==> src/rtl/return_addr_stack.sv <==
// rtl/return_addr_stack.sv - circular return-address stack with checkpoint/restore for the fetch predictor
module return_addr_stack #(
  parameter  int DEPTH  = 8,
  parameter  int ADDR_W = 32,
  localparam int PTR_W  = $clog2(DEPTH)
) (
  input  logic              clk,
  input  logic              rst_n,
  input  logic              flush,
  input  logic              recover,
  input  logic [PTR_W-1:0]  recover_ptr,
  input  logic [PTR_W:0]    recover_cnt,
  input  logic              push,
  input  logic [ADDR_W-1:0] push_addr,
  input  logic              pop,
  output logic [ADDR_W-1:0] top_addr,
  output logic              top_valid,
  output logic [PTR_W-1:0]  ckpt_ptr,
  output logic [PTR_W:0]    ckpt_cnt,
  output logic              overflow
);

  localparam logic [PTR_W-1:0] TOS_RST = PTR_W'(DEPTH - 1);
  localparam logic [PTR_W:0]   CNT_MAX = (PTR_W + 1)'(DEPTH);

  logic [ADDR_W-1:0] mem_q [DEPTH];
  logic [ADDR_W-1:0] mem_d [DEPTH];
  logic [PTR_W-1:0]  tos_q, tos_d;
  logic [PTR_W:0]    cnt_q, cnt_d;
  logic              ovf_q, ovf_d;
  logic              wr_en;
  logic [PTR_W-1:0]  wr_idx;
  logic [PTR_W-1:0]  tos_inc, tos_dec;
  logic              empty, full;

  assign tos_inc = tos_q + 1'b1;
  assign tos_dec = tos_q - 1'b1;
  assign empty   = (cnt_q == '0);
  assign full    = (cnt_q == CNT_MAX);

  always_comb begin
    tos_d  = tos_q;
    cnt_d  = cnt_q;
    ovf_d  = ovf_q;
    wr_en  = 1'b0;
    wr_idx = tos_q;
    if (flush) begin
      tos_d = TOS_RST;
      cnt_d = '0;
      ovf_d = 1'b0;
    end else if (recover) begin
      tos_d = recover_ptr;
      cnt_d = (recover_cnt > CNT_MAX) ? CNT_MAX : recover_cnt;
      ovf_d = 1'b0;
    end else if (push && (!pop || empty)) begin
      // Plain push; a push+pop on an empty stack behaves the same since the pop underflows.
      wr_en  = 1'b1;
      wr_idx = tos_inc;
      tos_d  = tos_inc;
      ovf_d  = full;
      if (!full) cnt_d = cnt_q + 1'b1;
    end else if (push && pop) begin
      wr_en = 1'b1;
      ovf_d = 1'b0;
    end else if (pop && !empty) begin
      tos_d = tos_dec;
      cnt_d = cnt_q - 1'b1;
      ovf_d = 1'b0;
    end
  end

  always_comb begin
    mem_d = mem_q;
    if (wr_en) mem_d[wr_idx] = push_addr;
  end

  always_ff @(posedge clk or negedge rst_n) begin
    if (!rst_n) begin
      tos_q <= TOS_RST;
      cnt_q <= '0;
      ovf_q <= 1'b0;
    end else begin
      tos_q <= tos_d;
      cnt_q <= cnt_d;
      ovf_q <= ovf_d;
    end
  end

  // Entries are not cleared; writes are blocked while reset is held so none leak past release.
  always_ff @(posedge clk) begin
    if (rst_n) mem_q <= mem_d;
  end

  assign top_addr  = mem_q[tos_q];
  assign top_valid = !empty;
  assign ckpt_ptr  = tos_q;
  assign ckpt_cnt  = cnt_q;
  assign overflow  = ovf_q;

endmodule

==> config.mk <==
export PLATFORM = sky130hd
export DESIGN_NAME = return_addr_stack
export DESIGN_NICKNAME = d
export VERILOG_FILES = /design/src/rtl/return_addr_stack.sv
export SDC_FILE = /design/constraint.sdc
export NUM_CORES = 1
export LEC_CHECK = 0
export CORE_MARGIN = 10
export CORE_UTILIZATION = 50
export DETAILED_ROUTE_END_ITERATION = 8
export PLACE_DENSITY_LB_ADDON = 0.05
export REMOVE_ABC_BUFFERS = 1
export SYNTH_ARGS = -nofsm -noshare
export SYNTH_HDL_FRONTEND = slang
export SYNTH_SLANG_ARGS = --single-unit
==> constraint.sdc <==
create_clock -name clk -period 4.1 [get_ports clk]
set_clock_uncertainty 0.2 [all_clocks]
set_input_delay 0.615 -clock clk [delete_from_list [all_inputs] [get_ports clk]]
set_output_delay 0.615 -clock clk [all_outputs]
set_load 0.01 [all_outputs]
Word-level counts from Yosys, hierarchy flattened
Cells that the tools add are included.

storage, ports and cells
  logic and storage cells = 67
  memories kept = 0
  bits in writable memories = 0
  bits in latches = 0
  bits in registers = 264
  memory bits (read-only) = 0
  input port bits = 45

cells by class
  equal/unequal tests = 3
  bitwise logic cells = 2
  mux-type cells = 30
  add/sub/neg operators = 4
  reduce and logical (&&, ||, !) cells = 13
  divide/modulo/power cells = 0
  $mul = 0
  shifts and indexed selects = 0
  magnitude comparators = 4

operators by type and width
  operator               number
  $bwmux W256            1
  $bmux W32 S3           1
  $demux W32 S3          1
  $mux W32               3
  $mux W4                7
  $mux W3                8
  $mux W1                9
  $ge A4 B4 Y1 const B   2
  $ne A4 B4 Y1 const B   2
  $not A3 Y4             2
  $reduce_bool A5 Y1     1
  $add A4 B1 Y4 const B  1
  $eq A4 B4 Y1 const B   1
  $gt A4 B4 Y1 const B   1
  $logic_and A1 B1 Y1    4
  $logic_not A4 Y1       1
  $lt A4 B1 Y1 const B   1
  $reduce_and A2 Y1      2
  $reduce_bool A4 Y1     1
  $sub A4 B1 Y4 const B  1
  $add A3 B1 Y3 const B  1
  $reduce_and A3 Y1      1
  $sub A3 B1 Y3 const B  1
  $logic_not A1 Y1       2
  $logic_or A1 B1 Y1     1

Logic depth before layout (Yosys ltp)
  depth in word-level cells = 12
  gate-level depth with buffers = 11
  gate-level depth less buffers = 9

Least setup slack after synthesis
Ideal clock, no wire load.

  path type = register to register
  start point = reg cnt_q[1], in the netlist ckpt_cnt[1]
  end point = reg mem_q[160] (netlist bit), enable pin
  arrival time = 3.830 ns
  slack = -0.391 ns
  buffers on the path = 2
  period minus slack after synthesis = 4.491 ns
  cell stages (with the launch flop) = 8
  cell sequence = dfrtp_1 > buf_2 > o41ai_4 > buf_6 > nand4_2 > xor2_2 > inv_2 > nor3_1

on the way
  longest elaborated chain between the ends = 7

ends and longest elaborated chain
  element                             RTL line  text
  from (decl)                         29        logic [PTR_W:0] cnt_q, cnt_d;
  from (signal assigned)              84        cnt_q <= cnt_d;
  $logic_not A4 Y1                    38        assign empty = (cnt_q == '0);
  $logic_or A1 B1 Y1                  55        end else if (push && (!pop || empty)) begin
  $logic_and A1 B1 Y1                 55
  $mux W1                             55
  $mux W1                             51        end else if (recover) begin
  $mux W1                             47        if (flush) begin
  $reduce_and A2 Y1 (no source line)  --
  to (signal assigned)                91        if (rst_n) mem_q <= mem_d;
  to (decl)                           26        logic [ADDR_W-1:0] mem_q [DEPTH];

Every way passes these cells.
A chain may end at the register's enable or synchronous reset.

Worst setup path after layout
  start point = reg tos_q[0], in the netlist ckpt_ptr[0]
  end point = out top_addr[28]

on the way
  longest elaborated chain between the ends = 4

ends and longest elaborated chain
  element                                       RTL line  text
  from (decl)                                   28        logic [PTR_W-1:0] tos_q, tos_d;
  from (signal assigned)                        83        tos_q <= tos_d;
  $not A3 Y4 (implied by the code)              94        assign top_addr = mem_q[tos_q];
  $bmux W32 S3                                  94
  $mux W32 (implied by the code) (2 in series)  94
  to (decl)                                     16        output logic [ADDR_W-1:0] top_addr,

Every way passes these cells. The select of a mux whose other input is x is not followed.

==> results.py <==
metrics = {
    "synth": {
        "yosysWarningCount": 0,
        "yosysSeqAreaShare_pct": 75.9,
        "synth-main-ff-cell": "edfxtp_1",
        "ys_async_sr_fraction_pct": 3.03,
        "syn_inst": 474,
        "synth.distinct_cells": 44,
        "synth-seq-cells": 264,
        "synth_area_sq_um": 10400,
        "avgSynthCellArea_sq_um": 21.9,
        "synth_edf_count": 256,
    },
    "place": {
        "place_inst": 829,
        "dpl_worst_slack_ns": 0.623,
        "routabilityCongestion": 0.800,
        "dpl.hpwl_mm": 12.0,
        "numPortBuffers": 85,
    },
    "sta": {
        "finalCritPeriodShare_pct": 95.8,
        "rsz0062_at_grt": "false",
        "hold_violations": 0,
        "slew_viol_final": 0,
        "setup_ws_ns": 0.174,
        "worstMarginPinSlew_ns": 0.987,
        "max_freq_mhz": 255,
        "setup_tns_ns": 0,
        "finalSetupViolCount": 0,
        "final.min_clock_period_ns": 3.93,
        "slew_headroom_pct": 34.2,
    },
    "die": {
        "die_y_um": 164,
        "fp.dieW_um": 164,
        "start_util_pct": 51.1,
        "core_sq_um": 20400,
        "ios": 86,
        "rows": 52,
        "die_area_sq_um": 27000,
    },
    "cts": {
        "clk_path_buf_depth": 3,
        "cts_setup_buffers": 0,
        "cts_tree": "built",
        "path_clk_slew_ns": 0.06,
        "insertion_delay_ns": 0.50,
        "cts_root_buf": "clkbuf_16",
        "htreeDepth": 1,
        "cts-resized-gates": 0,
        "clock_sinks": 264,
        "numCtsBuffers": 27,
        "cts_hold_buffers": 0,
    },
    "finish": {
        "regArea_sq_um": 7900,
        "final_common_cell": "edfxtp_1",
        "filler_cell_count": 1438,
        "fin_cells": 877,
        "fin_nets": 637,
        "mostFrequentLayoutCells": "256 x edfxtp_1, 85 x clkdlybuf4s50_1, 64 x mux4_2",
        "drive_gt1_share_pct": 28.5,
        "multiInputGateArea_sq_um": 2420,
        "antenna_cells": 0,
        "area_growth_pct": 21.4,
    },
    "worst_setup_path": {
        "timing.rr.start": "ckpt_cnt[3]",
        "cp.required_ns": 3.28,
        "reg2reg_depth": 5,
        "crit_type": "register to primary output",
        "cp_max_fo": 31,
        "startpoint_type": "register",
        "worst_setup_path_end_kind": "primary output",
        "cp.arrival_ns": 3.11,
        "r2r-end": "mem_q[20]",
        "r2r_slack_ns": 0.69,
    },
    "min_path": {
        "hp-class": "input port to async pin",
    },
    "global_route": {
        "grt-ovfl-total": 0,
        "grt_max_degree": 41,
        "grt_usage_pct": 15.3,
        "grt_pass1_wl_mm": 31.9,
        "first_global_vias": 5397,
        "antenna_found_initial": 0,
    },
    "pwr": {
        "peakVddDrop_mv": 0.357,
        "leakage_nw": 4.10,
        "powerDensity_nw_per_um2": 480,
    },
    "drt": {
        "drc_errors": 0,
        "post_drt_wl_per_cell_um": 23.2,
        "drtIter0Drc": 309,
        "routed_wl_mm": 20.4,
        "drt-pass1-iter-count": 4,
        "via_count": 4986,
        "ant_nets": 0,
        "viasPerCell": 5.69,
    },
    "outcome": {
        "status": "completed",
    },
    "flow_run": {
        "drv_cap": 0,
    },
}
report_power, final:
group	leakage [nW]	switching [mW]	internal [mW]
combinational	1.29	0.300	0.396
sequential	2.40	0.0619	3.00
clock	0.413	0.927	1.38
per-stage QoR:
step	hold WS, ns	power [mW]	utilization, %	cell area [sq um]
after floorplan	0.119	3.48	-	10300
after global placement	0.469	3.81	57.9	11800
after detailed placement	0.474	3.82	57.9	11800
after CTS	0.193	6.15	62.0	12600
after global routing	0.216	6.29	62.0	12600
final	0.204	6.07	62.0	12600
cell families (layout without fill, tap and decap cells):
logic type / count (synthesis) / in the layout / synth area share, %
AOI/OAI and AO/OA: 26 / 26 / 1.94
xor gates and xnor gates: 5 / 5 / 0.493
adders and majority gates: 5 / 5 / 0.577
buffers and inverters: 30 / 163 / 1.28
DFF: 264 / 264 / 75.9
muxes: 99 / 99 / 17.6
and+or+nand+nor: 45 / 45 / 2.24
final cells by class:
type                    instances  area share, %
flip-flops and latches        264           62.6
multi-input cells             180           19.2
repair buffers                109           8.76
clock buffers                  32           5.50
well taps                     270           2.68
clock inverters                16           1.15
inverters                       6          0.178
sequential cells by signal, indices dropped and copies added (netlist names):
| register | count |
|---|---|
| overflow | 1 |
| ckpt_ptr | 3 |
| mem_q | 256 |
| ckpt_cnt | 4 |
routing by layer:
metal  vias up  routed length, um  GRT usage, %
met3        25                823          2.53
li1       2208                  -             -
met2       119              10200          25.3
met5         -                  0             0
met1      2634               9000          21.0
met4         0                360          3.49
worst max-delay path by stage:
stage                         to         from  slack [ns]  depth (start not counted)
global route        top_addr[29]  ckpt_ptr[0]        0.01                          4
detailed placement     mem_q[10]          pop        0.62                          6
global placement    top_addr[13]  ckpt_ptr[0]        0.64                          4
floorplan             mem_q[160]  ckpt_ptr[0]       -1.58                          4
finish              top_addr[28]  ckpt_ptr[0]        0.17                          4
CTS                 top_addr[28]  ckpt_ptr[0]        0.09                          4
cells in the mapped netlist, types with 4 or more instances:
| master | count | share of area, % |
|---|---|---|
| nand2b_1 | 7 | 0.42 |
| nand2_1 | 6 | 0.22 |
| clkbuf_1 | 12 | 0.43 |
| mux2_2 | 32 | 3.5 |
| nor2_1 | 11 | 0.40 |
| dfrtp_1 | 5 | 1.2 |
| edfxtp_1 | 256 | 74 |
| mux4_2 | 64 | 14 |
| nand3_1 | 8 | 0.38 |
| buf_2 | 10 | 0.48 |
| nor3_1 | 6 | 0.29 |
| ha_1 | 4 | 0.48 |
| a21oi_1 | 5 | 0.24 |
critical path, stage by stage, from the launching register on:
cell	delay, ns
dfstp_4	1.00
buf_12	0.26
mux4_2	0.52
mux2_2	0.31
clkdlybuf4s50_1	0.49
(Power assumes the default switching activity.)
